<file path="src/rtl/disp_axi_pkg.sv">
// disp_axi_pkg: shared arbiter state encoding and fixed AXI read-burst attributes
package disp_axi_pkg;
  typedef enum logic [1:0] {S_IDLE = 2'b00, S_ADDR = 2'b01, S_DATA = 2'b10} state_t;
  localparam logic [7:0] AXI_ARLEN_16   = 8'd15;
  localparam logic [2:0] AXI_ARSIZE_8B  = 3'b011;
  localparam logic [1:0] AXI_BURST_INCR = 2'b01;
endpackage

</file>
<file path="src/rtl/disp_vrdarb_sel.sv">
// disp_vrdarb_sel: fixed-priority grant decision with an M1 starvation guard
module disp_vrdarb_sel
  import disp_axi_pkg::*;
#(
  parameter int STARVE_MAX = 4
) (
  input  logic       clk,
  input  logic       rst,
  input  logic       m0_req,
  input  logic       m1_req,
  input  logic       arb,
  output logic       pick,
  output logic       grant,
  output logic [3:0] starve
);
  logic       grant_d, grant_q;
  logic [3:0] starve_d, starve_q;
  always_comb begin
    pick     = m1_req & (~m0_req | (starve_q == 4'(STARVE_MAX)));
    grant_d  = arb ? pick : grant_q;
    // counts M0 wins that M1 had to sit through; any other outcome resets it
    starve_d = !arb ? starve_q :
               (pick | ~m1_req) ? 4'd0 :
               (starve_q == 4'(STARVE_MAX)) ? starve_q : starve_q + 4'd1;
    grant    = grant_q;
    starve   = starve_q;
  end
  always_ff @(posedge clk) begin
    if (rst) begin
      grant_q  <= 1'b0;
      starve_q <= 4'd0;
    end else begin
      grant_q  <= grant_d;
      starve_q <= starve_d;
    end
  end
endmodule

</file>
<file path="src/rtl/disp_vrdarb.sv">
// disp_vrdarb: two-master AXI read-channel arbiter, one outstanding burst at a time
module disp_vrdarb
  import disp_axi_pkg::*;
#(
  parameter int STARVE_MAX = 4,
  parameter int DW         = 64
) (
  input  logic          ACLK,
  input  logic          ARST,
  input  logic [31:0]   M0_ARADDR,
  input  logic          M0_ARVALID,
  output logic          M0_ARREADY,
  output logic [DW-1:0] M0_RDATA,
  output logic          M0_RVALID,
  output logic          M0_RLAST,
  input  logic          M0_RREADY,
  input  logic [31:0]   M1_ARADDR,
  input  logic          M1_ARVALID,
  output logic          M1_ARREADY,
  output logic [DW-1:0] M1_RDATA,
  output logic          M1_RVALID,
  output logic          M1_RLAST,
  input  logic          M1_RREADY,
  output logic [31:0]   ARADDR,
  output logic [7:0]    ARLEN,
  output logic [2:0]    ARSIZE,
  output logic [1:0]    ARBURST,
  output logic          ARVALID,
  input  logic          ARREADY,
  input  logic [DW-1:0] RDATA,
  input  logic          RVALID,
  input  logic          RLAST,
  output logic          RREADY,
  output logic          GRANT,
  output logic          BUSY
);
  state_t      state_d, state_q;
  logic [31:0] araddr_d, araddr_q;
  logic        arb, pick, grant, in_data;
  logic [3:0]  starve;
  disp_vrdarb_sel #(.STARVE_MAX(STARVE_MAX)) u_sel (
    .clk    (ACLK),
    .rst    (ARST),
    .m0_req (M0_ARVALID),
    .m1_req (M1_ARVALID),
    .arb    (arb),
    .pick   (pick),
    .grant  (grant),
    .starve (starve)
  );
  always_comb begin
    in_data    = state_q == S_DATA;
    ARVALID    = state_q == S_ADDR;
    ARADDR     = araddr_q;
    ARLEN      = AXI_ARLEN_16;
    ARSIZE     = AXI_ARSIZE_8B;
    ARBURST    = AXI_BURST_INCR;
    BUSY       = state_q != S_IDLE;
    GRANT      = grant;
    M0_ARREADY = ARVALID & ~grant & ARREADY;
    M1_ARREADY = ARVALID & grant & ARREADY;
    RREADY     = in_data & (grant ? M1_RREADY : M0_RREADY);
    M0_RVALID  = in_data & ~grant & RVALID;
    M1_RVALID  = in_data & grant & RVALID;
    M0_RLAST   = in_data & ~grant & RLAST;
    M1_RLAST   = in_data & grant & RLAST;
    M0_RDATA   = RDATA;
    M1_RDATA   = RDATA;
  end
  always_comb begin
    arb      = (state_q == S_IDLE) & (M0_ARVALID | M1_ARVALID);
    araddr_d = arb ? (pick ? M1_ARADDR : M0_ARADDR) : araddr_q;
    state_d  = state_q == S_IDLE ? (arb ? S_ADDR : S_IDLE) :
               state_q == S_ADDR ? (ARREADY ? S_DATA : S_ADDR) :
               state_q == S_DATA ? ((RVALID & RREADY & RLAST) ? S_IDLE : S_DATA) : S_IDLE;
  end
  always_ff @(posedge ACLK) begin
    if (ARST) begin
      state_q  <= S_IDLE;
      araddr_q <= 32'd0;
    end else begin
      state_q  <= state_d;
      araddr_q <= araddr_d;
    end
  end
endmodule

</file>
<file path="config.mk">
export PLATFORM = sky130hd
export DESIGN_NAME = disp_vrdarb
export DESIGN_NICKNAME = d
export VERILOG_FILES = /design/src/rtl/disp_axi_pkg.sv /design/src/rtl/disp_vrdarb_sel.sv /design/src/rtl/disp_vrdarb.sv
export SDC_FILE = /design/constraint.sdc
export NUM_CORES = 1
export LEC_CHECK = 0
export BUFFER_PORTS_ARGS = -buffer_cell sky130_fd_sc_hd__buf_2
export CAP_MARGIN = 15
export CORE_AREA = 4 4 122 124
export CTS_CLUSTER_SIZE = 20
export DETAILED_ROUTE_END_ITERATION = 16
export DIE_AREA = 0 0 126 128
export GPL_TIMING_DRIVEN = 0
export SYNTH_ARGS = -nofsm -noshare
export SYNTH_HDL_FRONTEND = slang
export SYNTH_SLANG_ARGS = --single-unit
</file>
<file path="constraint.sdc">
create_clock -name ACLK -period 2.1 [get_ports ACLK]
set_input_delay 0.42 -clock ACLK [delete_from_list [all_inputs] [get_ports ACLK]]
set_output_delay 0.42 -clock ACLK [all_outputs]
set_load 0.005 [all_outputs]
</file>
==> impl_metrics.json, run 1 <==
{
  "dpl.cell_count": 808,
  "finalClockSkew_ns": 0.00429,
  "synth.most_common_cell": "buf_4",
  "final_layout_size_suffix_gt1_frac": 0.686,
  "unrepaired_setup_endpoints_after_global_routing": "no",
  "reported_max_cap_violation_count": 0,
  "grt_busiest_layer": "met2",
  "data_required_time_of_the_worst_path_ns": 1.68,
  "post_synth_top_flop": "dfxtp_1",
  "drtAntennaViolNets": 0,
  "largest_net_degree_at_the_start_of_global_routing": 14,
  "grt_pass1_vias": 3102,
  "ys_seq_area_frac": 0.252,
  "n_antenna_cell": 0,
  "postSynthRegisterBits": 39,
  "yosys.area.top_type_share": 0.344,
  "hold-path-endpoint": "ARADDR[20]",
  "htreeDepth": 2,
  "finish.net_count": 774,
  "wirelength_um": 9960,
  "run_status": "completed",
  "power.ir.vdd_worst_v": 0.000369,
  "critical_path.endpoint_type": "output port",
  "depth_of_the_most_critical_reg_to_reg_path": 7,
  "syn-cell-area_um2": 3100,
  "gp_congestion": 0.707,
  "grt_remaining_overflow": 0,
  "reg2reg_slack_ns": 0.41,
  "gr-usage-met1": 0.136,
  "detailedPlacementHpwl_um": 8330,
  "avgRoutedWirePerCell_um": 12.2,
  "clock-root-buffer": "clkbuf_16",
  "hold_path.startpoint": "M0_ARADDR[20]",
  "worst_r2r_startpoint": "u_sel.starve[0]",
  "p_sw_frac": 0.278,
  "sequential_group_share_of_total_power": 0.309,
  "cell_type_contributing_the_most_total_cell_area_after_synthesis": "buf_4",
  "die_y_um": 128,
  "p_per_area_nw_per_um2": 587,
  "dpl_cell_area_um2": 4570,
  "timing.fmax_ghz": 0.572,
  "critPathMaxFanout": 8,
  "number_of_distinct_library_cell_variants_in_the_gate_level_netlist_after_synthesis": 33,
  "dr.pass1.iters": 4,
  "grt_pass1_wl_um": 15000,
  "arrival_ns": 1.33,
  "syn_avg_cell_area_um2": 8.25,
  "pwr-share-comb": 0.328,
  "die_area_um2": 16100,
  "synthesis.yosys.warnings": 0,
  "synth-async-reset-ratio": 0,
  "startpoint_type": "register",
  "synthToLayoutAreaGrowth_pct": 53.7,
  "cts_num_sinks": 39,
  "holdWs_ns": 0.369,
  "routed_via_density": 3.85,
  "cell_internal_pwr_mw": 2.02,
  "p_clk_frac": 0.363,
  "worst_skew_pair.late_latency_ns": 0.29,
  "row_count": 43,
  "number_of_enable_type_register_cells_in_the_synthesized_netlist": 0,
  "detailedRoute.firstIterationViolations": 91,
  "vias": 3140,
  "final_cell_area_um2": 4770,
  "switchingPower_uw": 777,
  "maxSlewViolCount": 0,
  "rr_endpoint": "ARADDR[1]",
  "hold_viol_final": 0,
  "cts_made_buffers": 5,
  "setup_total_negative_slack_ns": 0,
  "clock_path_buffers": 2,
  "filler_cell_count": 1482,
  "io-pin-count": 320,
  "layout_min_cycle_time_ns": 1.75,
  "fin_cells": 816,
  "min_period_over_period": 0.833,
  "netlist_top_cells_count": "buf_4, dfxtp_1, nand2_1, nor2_1, a21oi_1",
  "drc": 0,
  "tightestPinTransition_ns": 0.524,
  "normalized_max_slew_margin": 0.651,
  "finalSetupViolations": 0,
  "use_met2": 0.206,
  "postSynthCellCount": 376,
  "synth.top_cells.by_area": "buf_4, dfxtp_1, a211oi_2, nand2_1, a211oi_1",
  "cts_resized": 0,
  "design.core.area_um2": 13800,
  "postCtsSetupRepairBufs": 0,
  "io_buffers": 241,
  "cts_hold_repair.buffers": 0,
  "die-width_um": 126,
  "grt_use_met3": 0.0254,
  "static-leakage-power_nw": 2.62,
  "min_delay_path_depth": 3,
  "initial_core_util": 0.225,
  "holdCritPathClass": "input port to register",
  "grt.total_usage": 0.114,
  "grt_antenna_before_repair": 0,
  "cts_tree": "built",
  "criticalPathCategory": "register to output port",
  "clk_transition_reported_paths_ns": 0.06
}
[through the flow]
stage | power [mW] | worst slack [ns] | utilization
final | 2.80 | 0.352 | 0.346
after detailed placement | 1.82 | 0.387 | 0.332
after global routing | 2.98 | 0.223 | 0.346
after CTS | 2.85 | 0.338 | 0.346
after floorplan | 1.45 | 0.690 | -
after global placement | 1.81 | 0.423 | 0.332
[layer usage]
layer  vias up  share of wire
li1       1600              -
met1      1392           0.39
met2       144           0.52
met3         4          0.081
met4         0         0.0091
met5         -              0
[worst max-delay path: stages, from the launching register on]
cell and delay, ns:
dfxtp_1 0.32, clkbuf_1 0.27, mux2i_1 0.27, nor2_1 0.05, buf_2 0.13
[layout by cell type, fill, tap and decap left out, types with 5 or more instances in the layout]
| master | n |
|---|---|
| buf_2 | 243 |
| buf_4 | 142 |
| dfxtp_1 | 39 |
| nand2_1 | 38 |
| nor2_1 | 36 |
| a21oi_1 | 27 |
| a211oi_1 | 18 |
| a211oi_2 | 14 |
| conb_1 | 13 |
| a21oi_2 | 9 |
| clkbuf_8 | 8 |
| buf_6 | 5 |
| nand3_1 | 5 |
| clkbuf_16 | 5 |
[power groups by stage]
stage | sequential (mW) | clock [mW] | combinational, mW
6_report | 0.865 | 1.02 | 0.916
5_1_grt | 0.876 | 1.08 | 1.02
4_1_cts | 0.866 | 1.04 | 0.938
3_5_place_dp | 0.881 | 0 | 0.937
3_3_place_gp | 0.880 | 0 | 0.929
2_1_floorplan | 0.890 | 0 | 0.556
[worst max-delay path by stage]
stage | from | to | slack, ns | depth (start not counted)
floorplan | u_sel.starve[0] | ARADDR[15] | 0.69 | 7
global placement | u_sel.starve[0] | ARADDR[16] | 0.42 | 7
detailed placement | u_sel.starve[0] | ARADDR[1] | 0.39 | 7
CTS | u_sel.grant | RREADY | 0.34 | 4
global route | u_sel.grant | RREADY | 0.22 | 4
finish | u_sel.grant | RREADY | 0.35 | 4
[cell families (layout without fill, tap and decap cells)]
| logic type | after synthesis | after routing | synth area share |
|---|---|---|---|
| other | 2 | 13 | 0.00242 |
| DFF | 39 | 39 | 0.252 |
| muxes | 1 | 1 | 0.00323 |
| AOI/OAI and AO/OA | 76 | 76 | 0.192 |
| buffers and inverters | 163 | 412 | 0.408 |
| and+or+nand+nor | 93 | 93 | 0.134 |
| adders and majority gates | 2 | 2 | 0.00807 |
[final cells by class]
class                           instances  area, um^2  share of cell area
Tap cell                              180         225              0.0473
Sequential cell                        39         781               0.164
Clock buffer                            5         125              0.0263
Multi-Input combinational cell        185        1100               0.230
Buffer                                160        1250               0.263
Timing Repair Buffer                  241        1210               0.253
Inverter                                3        11.3             0.00236
Clock inverter                          3        67.6              0.0142
[sequential cells by signal (all words and copies together) (netlist names)]
| register | flops |
|---|---|
| u_sel.starve | 4 |
| u_sel.grant | 1 |
| state_q | 2 |
| ARADDR | 32 |
No activity file was read; power rests on OpenSTA's default activity.
==> run 2, diff against run 1 <==
--- a/config.mk
+++ b/config.mk
@@ -7,10 +7,10 @@
 export LEC_CHECK = 0
 export BUFFER_PORTS_ARGS = -buffer_cell sky130_fd_sc_hd__buf_2
 export CAP_MARGIN = 15
-export CORE_AREA = 4 4 122 124
+export CORE_AREA = 4 4 121 123
 export CTS_CLUSTER_SIZE = 20
 export DETAILED_ROUTE_END_ITERATION = 16
-export DIE_AREA = 0 0 126 128
+export DIE_AREA = 0 0 125 127
 export GPL_TIMING_DRIVEN = 0
 export SYNTH_ARGS = -nofsm -noshare
 export SYNTH_HDL_FRONTEND = slang
==> constraint.sdc (replaced) <==
create_clock -name ACLK -period 1.5 [get_ports ACLK]
set_input_delay 0.3 -clock ACLK [delete_from_list [all_inputs] [get_ports ACLK]]
set_output_delay 0.3 -clock ACLK [all_outputs]
set_load 0.005 [all_outputs]
==> run 2 against run 1 <==
Clock power hardly changed. Total power is 32% higher. Utilization is 2.2 points higher. Global-route usage grew 0.28 points. Count of clock-buffer cells in the layout is 1 higher. Sequential power increased by 41%. Largest power group is now combinational logic. Register-to-register slack worse by 0.39 ns. Hold slack lost 0.11 ns.
==> impl_metrics.json, run 2 (same netlist as run 1, synthesis figures left out) <==
{
  "criticalPathCategory": "register to register",
  "grt_pass1_vias": 3079,
  "critical_path.endpoint_type": "register",
  "detailedPlacementHpwl_um": 8310,
  "io_buffers": 241,
  "row_count": 43,
  "switchingPower_mw": 1.12,
  "clock-root-buffer": "clkbuf_16",
  "critPathMaxFanout": 8,
  "cts_tree": "built",
  "layout_commonest_cell": "buf_2",
  "p_clk_frac": 0.286,
  "layout_min_cycle_time_ns": 1.48,
  "finalClockSkew_ns": 0.00381,
  "die_y_um": 127,
  "timing.critical_path.slowest_cell_delay_ns": 0.32,
  "grt_remaining_overflow": 0,
  "critical_path.slowest_cell": "dfxtp_2",
  "n_antenna_cell": 0,
  "arrival_ns": 1.68,
  "holdWs_ns": 0.255,
  "cell_internal_pwr_mw": 2.56,
  "pre_cts_slack_ns": -0.148,
  "htreeDepth": 2,
  "run_status": "completed",
  "routed_via_density": 3.92,
  "wirelength_um": 10400,
  "drc": 0,
  "grt.total_usage": 0.117,
  "normalized_max_slew_margin": 0.638,
  "maxSlewViolCount": 0,
  "final_util": 0.368,
  "cts_hold_repair.buffers": 0,
  "startpoint_type": "register",
  "power.ir.vdd_worst_v": 0.000371,
  "p_sw_frac": 0.304,
  "finish.net_count": 781,
  "sequential_group_share_of_total_power": 0.331,
  "min_delay_path_depth": 3,
  "drtAntennaViolNets": 0,
  "die-width_um": 125,
  "timing.fmax_ghz": 0.676,
  "pwr-share-comb": 0.383,
  "reported_max_cap_violation_count": 0,
  "cts_made_buffers": 5,
  "finalPower_mw": 3.68,
  "final_cell_area_um2": 5030,
  "synthToLayoutAreaGrowth_pct": 62.3,
  "vias": 3227,
  "grt_antenna_before_repair": 0,
  "avgRoutedWirePerCell_um": 12.7,
  "depth_of_the_most_critical_reg_to_reg_path": 8,
  "cts_num_sinks": 39,
  "static-leakage-power_nw": 2.70,
  "min_period_over_period": 0.987,
  "post-route-worst-setup-slack_ns": 0.0198,
  "die_area_um2": 15900,
  "holdCritPathClass": "input port to register",
  "worstPathCellList": "inv_1 > ha_4 > nand3b_4 > a21boi_4 > buf_12 > buf_8 > a21oi_1 > a211oi_1",
  "finalSetupViolations": 0,
  "data_required_time_of_the_worst_path_ns": 1.70,
  "design.core.area_um2": 13700,
  "clock_path_buffers": 2,
  "detailedRoute.firstIterationViolations": 54,
  "initial_core_util": 0.227,
  "worst_skew_pair.late_latency_ns": 0.29,
  "p_per_area_nw_per_um2": 732,
  "io-pin-count": 320,
  "largest_net_degree_at_the_start_of_global_routing": 13,
  "final_layout_size_suffix_gt1_frac": 0.733,
  "tightestPinTransition_ns": 0.543,
  "flip_flop_count_of_the_largest_register_after_layout": 32,
  "grt_pass1_wl_um": 15000,
  "clk_transition_reported_paths_ns": 0.06,
  "dpl_cell_area_um2": 4570,
  "mostFrequentLayoutCells": "buf_2, buf_4, nand2_1",
  "filler_cell_count": 1440,
  "unrepaired_setup_endpoints_after_global_routing": "yes",
  "dr.pass1.iters": 4,
  "gp_congestion": 0.676,
  "hold_viol_final": 0
}
run 2: cell count changes in the layout (fill, tap and decap cells not counted), moves of 3 or more:
cell | before | now
buf_4 | 142 | 145
a21oi_2 | 9 | 12
buf_8 | 0 | 3
a21oi_1 | 27 | 18
a21oi_4 | 0 | 6
a211oi_1 | 18 | 10
dfxtp_1 | 39 | 34
dfxtp_4 | 0 | 3
a211oi_2 | 14 | 22
run 2: per-stage QoR:
stage	TNS, ns	cells
3_5_place_dp	-2.84	808
2_1_floorplan	0	387
5_1_grt	-0.840	823
3_3_place_gp	-2.38	808
4_1_cts	-0.0856	822
6_report	0	823
run 2: routing by layer:
metal | GRT usage | vias up | share of wire
met5 | 0 | - | 0
met4 | 0.0268 | 0 | 0.0086
li1 | - | 1619 | -
met3 | 0.0502 | 6 | 0.11
met2 | 0.211 | 170 | 0.52
met1 | 0.127 | 1432 | 0.36
run 2: repair_timing:
action,CTS,global route
cloned,2,1
setup buffers,5,0
hold endpoints to repair,0,0
setup endpoints to repair,40,41
pin swaps,11,33
gates resized for setup,15,36
run 2: cell type report:
class                   count  area (um^2)  share of cell area
multi-input cells         185         1260               0.251
flip-flops and latches     39          795               0.158
well taps                 180          225              0.0448
clock inverters             2         12.5             0.00249
clock buffers               6          129              0.0256
inverters                   3         11.3             0.00224
plain buffers             159         1270               0.253
repair buffers            249         1320               0.263
run 2: power by group through the flow:
stage	clock network [mW]	registers (mW)	logic, mW
2_1_floorplan	0	1.25	0.778
3_3_place_gp	0	1.23	1.30
3_5_place_dp	0	1.24	1.31
4_1_cts	1.12	1.22	1.34
5_1_grt	1.15	1.23	1.55
6_report	1.05	1.22	1.41
run 2: worst paths after layout:
path | startpoint | endpoint | slack (ns)
min | M0_ARADDR[20] | ARADDR[20] | 0.26
max reg2reg | u_sel.starve[1] | ARADDR[9] | 0.02
min reg2reg | ARADDR[25] | ARADDR[25] | 0.50
max | u_sel.starve[1] | ARADDR[9] | 0.02
run 2: critical path, delay by kind of cell (launching register included):
kind	cells	cell delay, ns
adders and majority gates	1	0.14
DFF	1	0.32
buffers and inverters	3	0.38
and+or+nand+nor	1	0.10
AOI/OAI and AO/OA	3	0.46
==> run 3, diff against run 2 <==
--- a/config.mk
+++ b/config.mk
@@ -7,11 +7,12 @@
 export LEC_CHECK = 0
 export BUFFER_PORTS_ARGS = -buffer_cell sky130_fd_sc_hd__buf_2
 export CAP_MARGIN = 15
-export CORE_AREA = 4 4 121 123
+export CORE_AREA = 2 2 123 125
 export CTS_CLUSTER_SIZE = 20
 export DETAILED_ROUTE_END_ITERATION = 16
 export DIE_AREA = 0 0 125 127
 export GPL_TIMING_DRIVEN = 0
+export PLACE_DENSITY = 0.66
 export SYNTH_ARGS = -nofsm -noshare
 export SYNTH_HDL_FRONTEND = slang
 export SYNTH_SLANG_ARGS = --single-unit
==> run 3 against run 2 <==
Maximum frequency is 1.7% lower. The run now ends with negative setup slack left. Clock skew hardly changed. Combinational power is 3% higher. Critical path type unchanged. First-iteration DRC count is 20% higher. Total power is 2.5% higher. Routed wire length is 5.4% higher. Via count is 0.46% higher. Sequential cell count stayed put.
==> impl_metrics.json, run 3 (same netlist as run 1, synthesis figures left out) <==
{
  "cts_num_sinks": 39,
  "clk_transition_reported_paths_ns": 0.06,
  "switchingPower_mw": 1.16,
  "die-width_um": 125,
  "min_period_over_period": 1.00,
  "finalClockSkew_ns": 0.00375,
  "dr.pass1.iters": 4,
  "design.core.area_um2": 14400,
  "worst_r2r_startpoint": "u_sel.starve[0]",
  "clock-root-buffer": "clkbuf_16",
  "routed_via_density": 3.92,
  "grt_pass1_vias": 3018,
  "cell_internal_pwr_mw": 2.61,
  "critical_path.endpoint_type": "register",
  "worstPathCellList": "inv_4 > ha_4 > nand3b_4 > buf_4 > a21bo_4 > buf_8 > nand2_1 > a211oi_2",
  "grt_antenna_before_repair": 0,
  "grt_remaining_overflow": 0,
  "static-leakage-power_nw": 2.72,
  "io-pin-count": 320,
  "timing.critical_path.slowest_cell_delay_ns": 0.37,
  "timing.fmax_ghz": 0.664,
  "tightestPinTransition_ns": 0.584,
  "io_buffers": 241,
  "reg2reg_slack_ns": -0.006,
  "layout_commonest_cell": "buf_2",
  "critical_path.slowest_cell": "dfxtp_4",
  "final_util": 0.353,
  "p_per_area_nw_per_um2": 741,
  "finalPower_mw": 3.78,
  "min_delay_path_depth": 3,
  "endpoint": "ARADDR[22]",
  "unrepaired_setup_endpoints_after_global_routing": "yes",
  "depth_of_the_most_critical_reg_to_reg_path": 8,
  "criticalPathCategory": "register to register",
  "avgRoutedWirePerCell_um": 13.3,
  "finish.net_count": 783,
  "maxSlewViolCount": 0,
  "violations": "negative setup slack",
  "wirelength_um": 11000,
  "post-route-worst-setup-slack_ns": -0.00600,
  "cts_tree": "built",
  "row_count": 44,
  "p_clk_frac": 0.292,
  "largest_net_degree_at_the_start_of_global_routing": 12,
  "gp_congestion": 0.738,
  "finalSetupViolations": 2,
  "initial_core_util": 0.215,
  "area_used_by_multi_input_combinational_logic_um2": 1290,
  "filler_cell_count": 1520,
  "arrival_ns": 1.72,
  "run_status": "finished, violations left",
  "detailedPlacementHpwl_um": 8450,
  "worstSetupStartpoint": "u_sel.starve[0]",
  "cts_made_buffers": 5,
  "layout.area.seq_um2": 797,
  "worst_skew_pair.late_latency_ns": 0.29,
  "die_y_um": 127,
  "vias": 3242,
  "startpoint_type": "register",
  "rr_endpoint": "ARADDR[22]",
  "pwr-share-comb": 0.384,
  "final_layout_size_suffix_gt1_frac": 0.750,
  "flip_flop_count_of_the_largest_register_after_layout": 32,
  "detailedRoute.firstIterationViolations": 65,
  "drc": 0,
  "htreeDepth": 2,
  "grt.total_usage": 0.122,
  "critPathMaxFanout": 10,
  "holdCritPathClass": "input port to register",
  "n_antenna_cell": 0,
  "normalized_max_slew_margin": 0.610,
  "hold_viol_final": 0,
  "synthToLayoutAreaGrowth_pct": 64.4,
  "mostFrequentLayoutCells": "buf_2, buf_4, nor2_1",
  "drtAntennaViolNets": 0,
  "reported_max_cap_violation_count": 0,
  "clock_path_buffers": 2,
  "p_sw_frac": 0.308,
  "layout_min_cycle_time_ns": 1.51,
  "sequential_group_share_of_total_power": 0.324,
  "data_required_time_of_the_worst_path_ns": 1.71,
  "grt_pass1_wl_um": 15000,
  "power.ir.vdd_worst_v": 0.000344,
  "die_area_um2": 15900
}
## run 3: cell type report
type                       instances  area share
buffer                           158       0.252
clock buffer                       6      0.0273
clock inverter                     1    0.000982
inverter                           3     0.00270
multi-input combinational        185       0.254
sequential                        39       0.156
tap                              184      0.0452
timing repair buffer             252       0.262
## run 3: worst min-delay path by stage
stage,end,slack (ns),start
after global routing,ARADDR[9],0.24,M0_ARADDR[9]
after detailed placement,u_sel.starve[1],0.48,u_sel.starve[1]
after global placement,u_sel.starve[1],0.48,u_sel.starve[1]
after CTS,ARADDR[28],0.23,M0_ARADDR[28]
after floorplan,ARADDR[19],0.44,M0_ARADDR[19]
final,ARADDR[28],0.25,M0_ARADDR[28]
## run 3: layer usage
layer	vias up	share of wire	wire length, um	track usage
met5	-	0	0	0
met4	0	0.012	133	0.0386
met3	6	0.086	949	0.0419
met2	168	0.52	5680	0.218
met1	1446	0.38	4230	0.138
li1	1622	-	-	-
## run 3: metrics by stage
| step | hold WS (ns) | setup slack [ns] | area (um^2) | std cells | setup TNS, ns |
|---|---|---|---|---|---|
| 2_1_floorplan | 0.439 | 0.0901 | 3140 | 387 | 0 |
| 3_3_place_gp | 0.477 | -0.149 | 4580 | 812 | -3.68 |
| 3_5_place_dp | 0.482 | -0.190 | 4580 | 812 | -4.26 |
| 4_1_cts | 0.234 | 0.00532 | 4830 | 823 | 0 |
| 5_1_grt | 0.237 | -0.0668 | 5100 | 828 | -1.28 |
| 6_report | 0.247 | -0.00600 | 5100 | 828 | -0.00899 |
## run 3: critical path: cells and delay by family, from the launching register on
| kind | cells | cell delay (ns) |
|---|---|---|
| compound gates | 2 | 0.40 |
| flops | 1 | 0.37 |
| buf+inv | 3 | 0.31 |
| simple gates | 2 | 0.18 |
| fa+ha+maj | 1 | 0.15 |
## run 3: timing repair
| item | 4_1_cts | 5_1_grt |
|---|---|---|
| pin swaps | 4 | 40 |
| hold buffers | 0 | 0 |
| resized for setup | 19 | 51 |
| gates cloned | 2 | 1 |
| setup endpoints to repair | 42 | 43 |
| setup buffers | 3 | 5 |
## run 3: power by group through the flow
stage | Sequential, mW | Combinational [mW] | Clock [mW]
after floorplan | 1.25 | 0.778 | 0
after global placement | 1.23 | 1.31 | 0
after detailed placement | 1.24 | 1.32 | 0
after CTS | 1.22 | 1.35 | 1.15
after global routing | 1.24 | 1.58 | 1.19
final | 1.22 | 1.45 | 1.10
